===== config.mk =====
export PLATFORM = sky130hd
export DESIGN_NAME = mio_ram_loader_flat
export DESIGN_NICKNAME = d
export VERILOG_FILES = /design/src/rtl/mio_pkg.sv /design/src/rtl/mio_ram_loader_if.sv /design/src/rtl/mio_dpram.sv /design/src/rtl/mio_ram_loader.sv /design/src/flat_wrapper.sv
export SDC_FILE = /design/constraint.sdc
export NUM_CORES = 2
export LEC_CHECK = 0
export ABC_AREA = 0
export ABC_CLOCK_PERIOD_IN_PS = 9900
export BUFFER_PORTS_ARGS = -buffer_cell sky130_fd_sc_hd__buf_2
export CORE_UTILIZATION = 35
export CTS_CLUSTER_SIZE = 16
export DETAILED_ROUTE_END_ITERATION = 16
export GPL_TIMING_DRIVEN = 0
export HOLD_SLACK_MARGIN = 0.02
export PLACE_DENSITY = 0.55
export SETUP_SLACK_MARGIN = 0.02
export SLEW_MARGIN = 5
export SYNTH_ARGS = -nofsm -noshare
export SYNTH_HDL_FRONTEND = slang
export SYNTH_SLANG_ARGS = --single-unit

===== constraint.sdc =====
create_clock -name clk -period 9.9 [get_ports clk]
set_input_delay 1.485 -clock clk [delete_from_list [all_inputs] [get_ports clk]]
set_output_delay 1.485 -clock clk [all_outputs]
set_load 0.01 [all_outputs]

===== src/rtl/mio_pkg.sv =====
// Shared types and constants for the loadable MIO program memory.
package mio_pkg;
    localparam int MIO_W = 32;
    localparam int DEF_DEPTH_LOG2 = 7;

    typedef enum logic [2:0] {
        S_IDLE,
        S_LOAD,
        S_CHECK,
        S_RUN,
        S_ERR
    } state_t;
endpackage


===== src/rtl/mio_ram_loader_if.sv =====
// Host load stream, CPU read ports and loader status for the MIO RAM.
interface mio_ram_loader_if #(
    parameter int DEPTH_LOG2 = mio_pkg::DEF_DEPTH_LOG2
);
    import mio_pkg::*;

    logic                  load_req;
    logic [7:0]            rx_data;
    logic                  rx_valid;
    logic                  rx_ready;
    logic [MIO_W-1:0]      a;
    logic [MIO_W-1:0]      inst;
    logic [MIO_W-1:0]      rom_a;
    logic [MIO_W-1:0]      d_f_rom;
    logic                  cpu_hold;
    logic                  load_done;
    logic                  load_err;
    logic [DEPTH_LOG2-1:0] load_addr;

    modport master (
        output load_req, rx_data, rx_valid, a, rom_a,
        input  rx_ready, inst, d_f_rom, cpu_hold,
        input  load_done, load_err, load_addr
    );

    modport slave (
        input  load_req, rx_data, rx_valid, a, rom_a,
        output rx_ready, inst, d_f_rom, cpu_hold,
        output load_done, load_err, load_addr
    );
endinterface


===== src/rtl/mio_dpram.sv =====
// Word RAM: one synchronous write port, two asynchronous read ports.
module mio_dpram #(
    parameter int AW = 7,
    parameter int DW = 32
) (
    input  logic          clk,
    input  logic          i_we,
    input  logic [AW-1:0] i_waddr,
    input  logic [DW-1:0] i_wdata,
    input  logic [AW-1:0] i_raddr0,
    output logic [DW-1:0] o_rdata0,
    input  logic [AW-1:0] i_raddr1,
    output logic [DW-1:0] o_rdata1
);
    logic [DW-1:0] r_mem [2**AW];

    always_ff @(posedge clk) begin
        if (i_we) r_mem[i_waddr] <= i_wdata;
    end

    assign o_rdata0 = r_mem[i_raddr0];
    assign o_rdata1 = r_mem[i_raddr1];
endmodule


===== src/rtl/mio_ram_loader.sv =====
// Loads a checksummed big-endian byte image into program RAM while
// holding the CPU, then serves it on the fetch and data read ports.
module mio_ram_loader
    import mio_pkg::*;
#(
    parameter int DEPTH_LOG2 = DEF_DEPTH_LOG2,
    parameter int WORDS      = 128
) (
    input logic            clk,
    input logic            clrn,
    mio_ram_loader_if.slave bus
);
    localparam logic [DEPTH_LOG2-1:0] LAST = DEPTH_LOG2'(WORDS - 1);

    state_t                r_state;
    logic [1:0]            r_lane;
    logic [23:0]           r_shift;
    logic [7:0]            r_sum;
    logic [DEPTH_LOG2-1:0] r_addr;
    logic                  r_rdy;
    logic                  r_hold;
    logic                  r_done;
    logic                  r_err;

    logic                  w_acc;
    logic                  w_we;
    logic                  w_last;
    logic [7:0]            w_sum;
    logic [DEPTH_LOG2-1:0] w_ra0;
    logic [DEPTH_LOG2-1:0] w_ra1;
    logic                  w_unused;

    // A restart request swallows any byte offered in the same cycle.
    assign w_acc  = bus.rx_valid & r_rdy & ~bus.load_req;
    assign w_we   = w_acc & (r_state == S_LOAD) & (r_lane == 2'd3);
    assign w_last = (r_addr == LAST);
    assign w_sum  = r_sum + bus.rx_data;
    assign w_ra0  = bus.a[DEPTH_LOG2+1:2];
    assign w_ra1  = bus.rom_a[DEPTH_LOG2+1:2];

    assign w_unused = ^{bus.a[MIO_W-1:DEPTH_LOG2+2], bus.a[1:0],
                        bus.rom_a[MIO_W-1:DEPTH_LOG2+2], bus.rom_a[1:0]};

    always_ff @(posedge clk or negedge clrn) begin
        if (!clrn) begin
            r_state <= S_IDLE;
            r_lane  <= '0;
            r_shift <= '0;
            r_sum   <= '0;
            r_addr  <= '0;
            r_rdy   <= 1'b0;
            r_hold  <= 1'b1;
            r_done  <= 1'b0;
            r_err   <= 1'b0;
        end else if (bus.load_req) begin
            r_state <= S_LOAD;
            r_lane  <= '0;
            r_sum   <= '0;
            r_addr  <= '0;
            r_rdy   <= 1'b1;
            r_hold  <= 1'b1;
            r_done  <= 1'b0;
            r_err   <= 1'b0;
        end else begin
            unique case (r_state)
                S_LOAD: begin
                    if (w_acc) begin
                        r_sum   <= w_sum;
                        r_lane  <= r_lane + 2'd1;
                        r_shift <= {r_shift[15:0], bus.rx_data};
                        if (r_lane == 2'd3) begin
                            r_addr <= w_last ? '0 : r_addr + 1'b1;
                            if (w_last) r_state <= S_CHECK;
                        end
                    end
                end
                S_CHECK: begin
                    if (w_acc) begin
                        r_rdy <= 1'b0;
                        if (w_sum == 8'h00) begin
                            r_state <= S_RUN;
                            r_hold  <= 1'b0;
                            r_done  <= 1'b1;
                        end else begin
                            r_state <= S_ERR;
                            r_err   <= 1'b1;
                        end
                    end
                end
                default: ;
            endcase
        end
    end

    mio_dpram #(
        .AW(DEPTH_LOG2),
        .DW(MIO_W)
    ) u_ram (
        .clk      (clk),
        .i_we     (w_we),
        .i_waddr  (r_addr),
        .i_wdata  ({r_shift, bus.rx_data}),
        .i_raddr0 (w_ra0),
        .o_rdata0 (bus.inst),
        .i_raddr1 (w_ra1),
        .o_rdata1 (bus.d_f_rom)
    );

    assign bus.rx_ready  = r_rdy;
    assign bus.cpu_hold  = r_hold;
    assign bus.load_done = r_done;
    assign bus.load_err  = r_err;
    assign bus.load_addr = r_addr;
endmodule


===== src/flat_wrapper.sv =====
// flat-port wrapper written by rule: the top's interface ports become plain ports
module mio_ram_loader_flat import mio_pkg::*;
#(
    parameter int DEPTH_LOG2 = DEF_DEPTH_LOG2,
    parameter int WORDS      = 128
)
  (clk, clrn, bus_load_req, bus_rx_data, bus_rx_valid, bus_a, bus_rom_a, bus_rx_ready, bus_inst, bus_d_f_rom, bus_cpu_hold, bus_load_done, bus_load_err, bus_load_addr);
  mio_ram_loader_if #(.DEPTH_LOG2(DEPTH_LOG2)) bus_i ();
  input logic clk;
  input logic clrn;
  input wire logic [$bits(bus_i.load_req)-1:0] bus_load_req;
  input wire logic [$bits(bus_i.rx_data)-1:0] bus_rx_data;
  input wire logic [$bits(bus_i.rx_valid)-1:0] bus_rx_valid;
  input wire logic [$bits(bus_i.a)-1:0] bus_a;
  input wire logic [$bits(bus_i.rom_a)-1:0] bus_rom_a;
  output wire logic [$bits(bus_i.rx_ready)-1:0] bus_rx_ready;
  output wire logic [$bits(bus_i.inst)-1:0] bus_inst;
  output wire logic [$bits(bus_i.d_f_rom)-1:0] bus_d_f_rom;
  output wire logic [$bits(bus_i.cpu_hold)-1:0] bus_cpu_hold;
  output wire logic [$bits(bus_i.load_done)-1:0] bus_load_done;
  output wire logic [$bits(bus_i.load_err)-1:0] bus_load_err;
  output wire logic [$bits(bus_i.load_addr)-1:0] bus_load_addr;
  assign bus_i.load_req = bus_load_req;
  assign bus_i.rx_data = bus_rx_data;
  assign bus_i.rx_valid = bus_rx_valid;
  assign bus_i.a = bus_a;
  assign bus_i.rom_a = bus_rom_a;
  assign bus_rx_ready = bus_i.rx_ready;
  assign bus_inst = bus_i.inst;
  assign bus_d_f_rom = bus_i.d_f_rom;
  assign bus_cpu_hold = bus_i.cpu_hold;
  assign bus_load_done = bus_i.load_done;
  assign bus_load_err = bus_i.load_err;
  assign bus_load_addr = bus_i.load_addr;
  mio_ram_loader #(.DEPTH_LOG2(DEPTH_LOG2), .WORDS(WORDS)) u_core (.clk(clk), .clrn(clrn), .bus(bus_i));
endmodule

; ---- After elaboration in Yosys (flattened, before gate mapping)
; Memory sizes are Yosys's and may differ from the RTL's.
; Cells that the tools add are included.
[totals]
mem_bits_rw = 4096
register_bits = 48
n_memories = 1
[mem_list]
columns = name, words, width, read_ports, rd_ports_with_merged_regs, wr, line_no
row1 = u_core.u_ram.r_mem, 128, 32, 2, 0, 1, mio_dpram.sv:15  ; logic [DW-1:0] r_mem [2**AW];
[op_classes]
reduce_logical = 14
n_mux = 35
add_sub_neg = 3
bitwise = 5
n_eq_ne = 9
[op_table]
columns = op, n
row1 = two-way mux 7 bit, 5
row2 = two-way mux 8 bit, 3
row3 = two-way mux 3 bit, 6
row4 = two-way mux 1 bit, 17
row5 = AND reduction 3 bit, 4
row6 = nonzero test 2 bit, 5
row7 = "inequality test 3 x 2 -> 1 bit, second input constant", 3
row8 = adder 8 bit, 1
row9 = logical NOT 8 bit, 1
row10 = "adder 7 x 1 -> 7 bit, second input constant", 1
row11 = "equality test 7 bit, second input constant", 1
row12 = two-way mux 2 bit, 3
row13 = case mux 3 bit (2 select lines), 1
row14 = AND reduction 5 bit, 1
row15 = AND 1 bit, 4
row16 = AND reduction 2 bit, 2
row17 = "equality test 3 x 1 -> 1 bit, second input constant", 1
row18 = "equality test 3 x 2 -> 1 bit, second input constant", 1
row19 = "inequality test 3 bit, second input constant", 1
row20 = nonzero test 3 bit, 1
row21 = "adder 2 x 1 -> 2 bit, second input constant", 1
row22 = "equality test 2 bit, second input constant", 1
row23 = "inequality test 2 bit, second input constant", 1
row24 = NOT 1 bit, 1

; ---- Depth between registers and ports, before layout
[depth]
depth_word = 6
mapped_depth = 11
depth_no_buf = 8

; ---- Cells and area by module
; A second synthesis with hierarchy kept.
[hier_totals]
hier_cells = 7849
hier_area_um2 = 189972.2
[modules_own_cells]
columns = module, n_inst, seq_area_each_um2, area_each_um2, cells_per_inst
row1 = mio_dpram, 1, 122998.0, 187484.8, 7637
row2 = mio_ram_loader, 1, 1202.4, 2487.4, 212

; ---- Least setup slack after synthesis
; Ideal clock, no wire load.
[synth_timing]
path_kind = input port to flip-flop
start = input bus_rx_valid
end = memory u_core.u_ram.r_mem[64][0] (enable)
required_ns = 9.398
setup_ns = 0.502
arrival_time_ns = 5.690
stages = 6
slack_ns = 3.708
cell_sequence = nand2_1 -> nor3_2 -> nand2_1 -> nor2_1 -> nand3_1 -> nor4_1
[synth_between]
elab_chain_cells = 6
[synth_lines]
columns = element, line_no
row1 = start: declaration, flat_wrapper.sv:13  ; input wire logic [$bits(bus_i.rx_valid)-1:0] bus_rx_valid;
row2 = AND 1 bit (2 in a row), mio_ram_loader.sv:34  ; assign w_acc = bus.rx_valid & r_rdy & ~bus.load_req;
row3 = AND 1 bit (2 in a row), mio_ram_loader.sv:35  ; assign w_we = w_acc & (r_state == S_LOAD) & (r_lane == 2'd3);
row4 = two-way mux 1 bit, mio_dpram.sv:18  ; if (i_we) r_mem[i_waddr] <= i_wdata;
row5 = two-way mux 1 bit (implied by the code), mio_dpram.sv:18
row6 = end: declaration, mio_dpram.sv:15
; No other way between the ends.

; ---- Final worst setup path
[layout_timing]
start = input bus_a[4]
end = output bus_inst[21]
[layout_between]
elab_chain_cells = 1
[layout_lines]
columns = element, line_no
row1 = start: declaration, flat_wrapper.sv:14  ; input wire logic [$bits(bus_i.a)-1:0] bus_a;
row2 = memory read (128 x 32 bit), n/a
row3 = end: declaration, flat_wrapper.sv:17  ; output wire logic [$bits(bus_i.inst)-1:0] bus_inst;
; No other way between the ends.

==> reports/qor.txt <==
status -> finished with violations
violated checks -> max-capacitance violations, max-slew violations
HPWL after DPL -> 551.5 mm
worst slew pin tran -> 1503 ps
drt total wl -> 753.6 mm
CP Capture Type -> output port
Filler Cell Count -> 48100
CTS tree -> built
area share of the largest cell type after synthesis -> 64.37%
largest net degree at the start of global routing -> 105
CTS Buffer Depth -> 4
top cells by area, synth -> edfxtp_1 (64%), mux4_2 (18%), mux2i_1 (7.7%), a22oi_1 (3.0%), buf_2 (0.95%)
min-delay worst type -> register to register
pwr/cell area -> 198.0 nW/um2
ys flop type -> edfxtp_1
P&R area growth vs syn -> 15.84%
DRC viols -> 0
top post-synthesis cells by count -> edfxtp_1 (4096), mux4_2 (1536), mux2i_1 (1478), a22oi_1 (771), nand2_1 (405)
antenna viol nets, final -> 0
leading area contributor after synthesis -> edfxtp_1
Critical Path AT -> 8090 ps
Post-Syn Instances -> 10320
EDFF count, synth -> 4096
cts repair resizes -> 0
first-pass GRT wire length -> 1001 mm
Power Total -> 43.83 mW
post-layout min period -> 9573 ps
IO buf count -> 96
clk slew on worst S/H paths -> 60 ps
Pre-Repair DR Iteration Count -> 6
Max Cap Viol -> 1
setup bufs post-CTS -> 0
Synth Cell Area -> 191100 um2
initial antenna violation count -> 83
core area -> 544200 um2
FF/Latch Area -> 124300 um2
num ports -> 151
Core Util, Final -> 40.67%
Worst Path Required -> 8420 ps
count leader, synth -> edfxtp_1
sequential area share after synthesis -> 65.00%
Initial Util -> 35.11%
final max-slew violation count -> 2
Relative slew margins -> -0.5870%
Routed wire per std cell -> 40.16 um
part of the cycle the worst path needs -> 96.69%
TritonCTS Sinks -> 4144
Std-Cell Rows -> 271
via count -> 118100
vias in the first global route -> 116500
Die X -> 740.9 um
Syn. warnings -> 0
Final Net Count -> 11190
Synth Register Bits -> 4144
crit path max fanout -> 10
Post-synth ARST share -> 1.158%
fmax -> 104.5 MHz
Clock Tree Root -> clkbuf_16
total CTS buffers -> 457
Avg Inst Size Synth -> 18.51 um2
Leak -> 71.69 nW
Total Die Area -> 548900 um2
Final Setup Violations -> 0
grt ovf -> 0
Clock Latency Late Sink -> 1060 ps
Critical Path Source Type -> input port
Final Wtd Congestion -> 0.9812
layout cells sized above 1 -> 27.33%
Setup Skew -> 61.13 ps
critical path class -> input port to output port
Syn Nets -> 10410
Die H -> 740.9 um
unrepaired setup endpoints after global routing -> false
Total GRT Usage -> 26.65%
Final Hold Vio Count -> 0
CTS HTree Levels -> 5
routed vias/inst -> 6.296
number of hold buffers added after CTS -> 0
Initial DRC Count -> 17930
VDD IR-drop max -> 0.1830 mV
Unique masters post-synth -> 56
multi-input logic area -> 64250 um2
[through the flow]
stage,area (um2),TNS (ps),worst slack [ps],hold WS [ps],cells
after detailed placement,206500,0,873.7,501.1,17880
after global placement,200600,-75280,-1986,489.4,17650
after floorplan,191100,0,3708,469.0,10320
final,221400,0,327.4,512.7,18760
after CTS,221100,0,836.0,513.5,18710
after global routing,221200,0,707.3,524.2,18720
[power by group]
part           total (mW)  switching (mW)  internal (mW)
registers            21.4           0.494           20.9
clock network        17.0            7.33           9.63
logic                5.43            3.95           1.48
total                43.8            11.8           32.1
[cells in the final DEF, fill, tap and decap left out, types with 9 or more instances in the layout]
cell type   Yosys  layout
a211oi_1       65      65
a21oi_1       265     265
a22oi_1       771     771
buf_1          68      67
buf_12          0     106
buf_16          0      79
buf_2         364     453
buf_4          30      46
buf_6          10      20
buf_8           0      24
bufinv_16       0      42
clkbuf_1      339     410
clkbuf_16       0     464
clkbuf_2        0      16
clkinv_1        0     118
clkinv_2        0      86
clkinvlp_4      0       9
dfrtp_1        47      23
dfrtp_4         0      24
diode_2         0      45
edfxtp_1     4096    4096
ha_1            9       9
mux2_2         24      24
mux2i_1      1478    1478
mux4_2       1536    1536
nand2_1       405     405
nand2b_1       11      11
nand3_1       270     269
nand4_1       192     192
nor2_1        230      74
nor2_2          0      31
nor2_4          0     125
nor2b_1        17      17
or3_1           9       9
[area by class of cell]
class	instances	area share (%)
Sequential cell	4144	56.15
Multi-Input combinational cell	5364	29.03
Clock buffer	553	5.395
Tap cell	7234	4.089
Timing Repair Buffer	325	2.431
Buffer	811	1.675
Clock inverter	282	1.174
Antenna cell	45	0.05087
Inverter	5	0.008479
[state kept, by name (all words and copies together) (netlist names)]
signal / flops
u_core.r_lane: 2
u_core.bus.load_done: 1
u_core.bus.cpu_hold: 1
u_core.bus.load_err: 1
u_core.bus.rx_ready: 1
u_core.bus.load_addr: 7
u_core.r_shift: 24
u_core.r_sum: 8
u_core.r_state: 3
u_core.u_ram.r_mem: 4096
[critical path, cell delays in order]
cell and delay, ps:
clkbuf_1 260, buf_2 440, buf_2 660, buf_2 900
clkbuf_1 690, mux4_2 410, a22oi_1 550, nand4_1 350
nor2_1 1210, nand4_1 670, buf_2 350
[layer usage]
metal	wire (um)	GRT usage, %
met1	279500	34.01
met2	334900	40.26
met3	87670	8.323
met4	51340	15.22
met5	140	0
[cells by family after synthesis]
kind of cell               Yosys count  share of synthesized area [%]
adders and majority gates           10                        0.06941
buffers and inverters              816                          1.940
AOI/OAI and AO/OA                 1126                          4.073
DFF                               4144                          65.00
and+or+nand+nor                   1184                          2.903
xor gates and xnor gates             6                        0.02750
muxes                             3038                          25.99
[worst paths after layout]
kind                                                  from                             endpoint  slack [ps]  cells past startpoint
min                        u_core.bus.cpu_hold$_DFFE_PN1P_      u_core.bus.cpu_hold$_DFFE_PN1P_         510                      1
min reg2reg                u_core.bus.cpu_hold$_DFFE_PN1P_      u_core.bus.cpu_hold$_DFFE_PN1P_         510                      1
max reg2reg                u_core.bus.rx_ready$_DFFE_PN0P_  u_core.u_ram.r_mem[56][4]$_DFFE_PP_        4830                      9
max                                               bus_a[4]                         bus_inst[21]         330                     11
max in group asynchronous                             clrn        u_core.r_shift[4]$_DFFE_PN0P_        8360                      1
min in group asynchronous                             clrn     u_core.bus.load_done$_DFFE_PN0P_         640                      1
(Power assumes the default switching activity.)
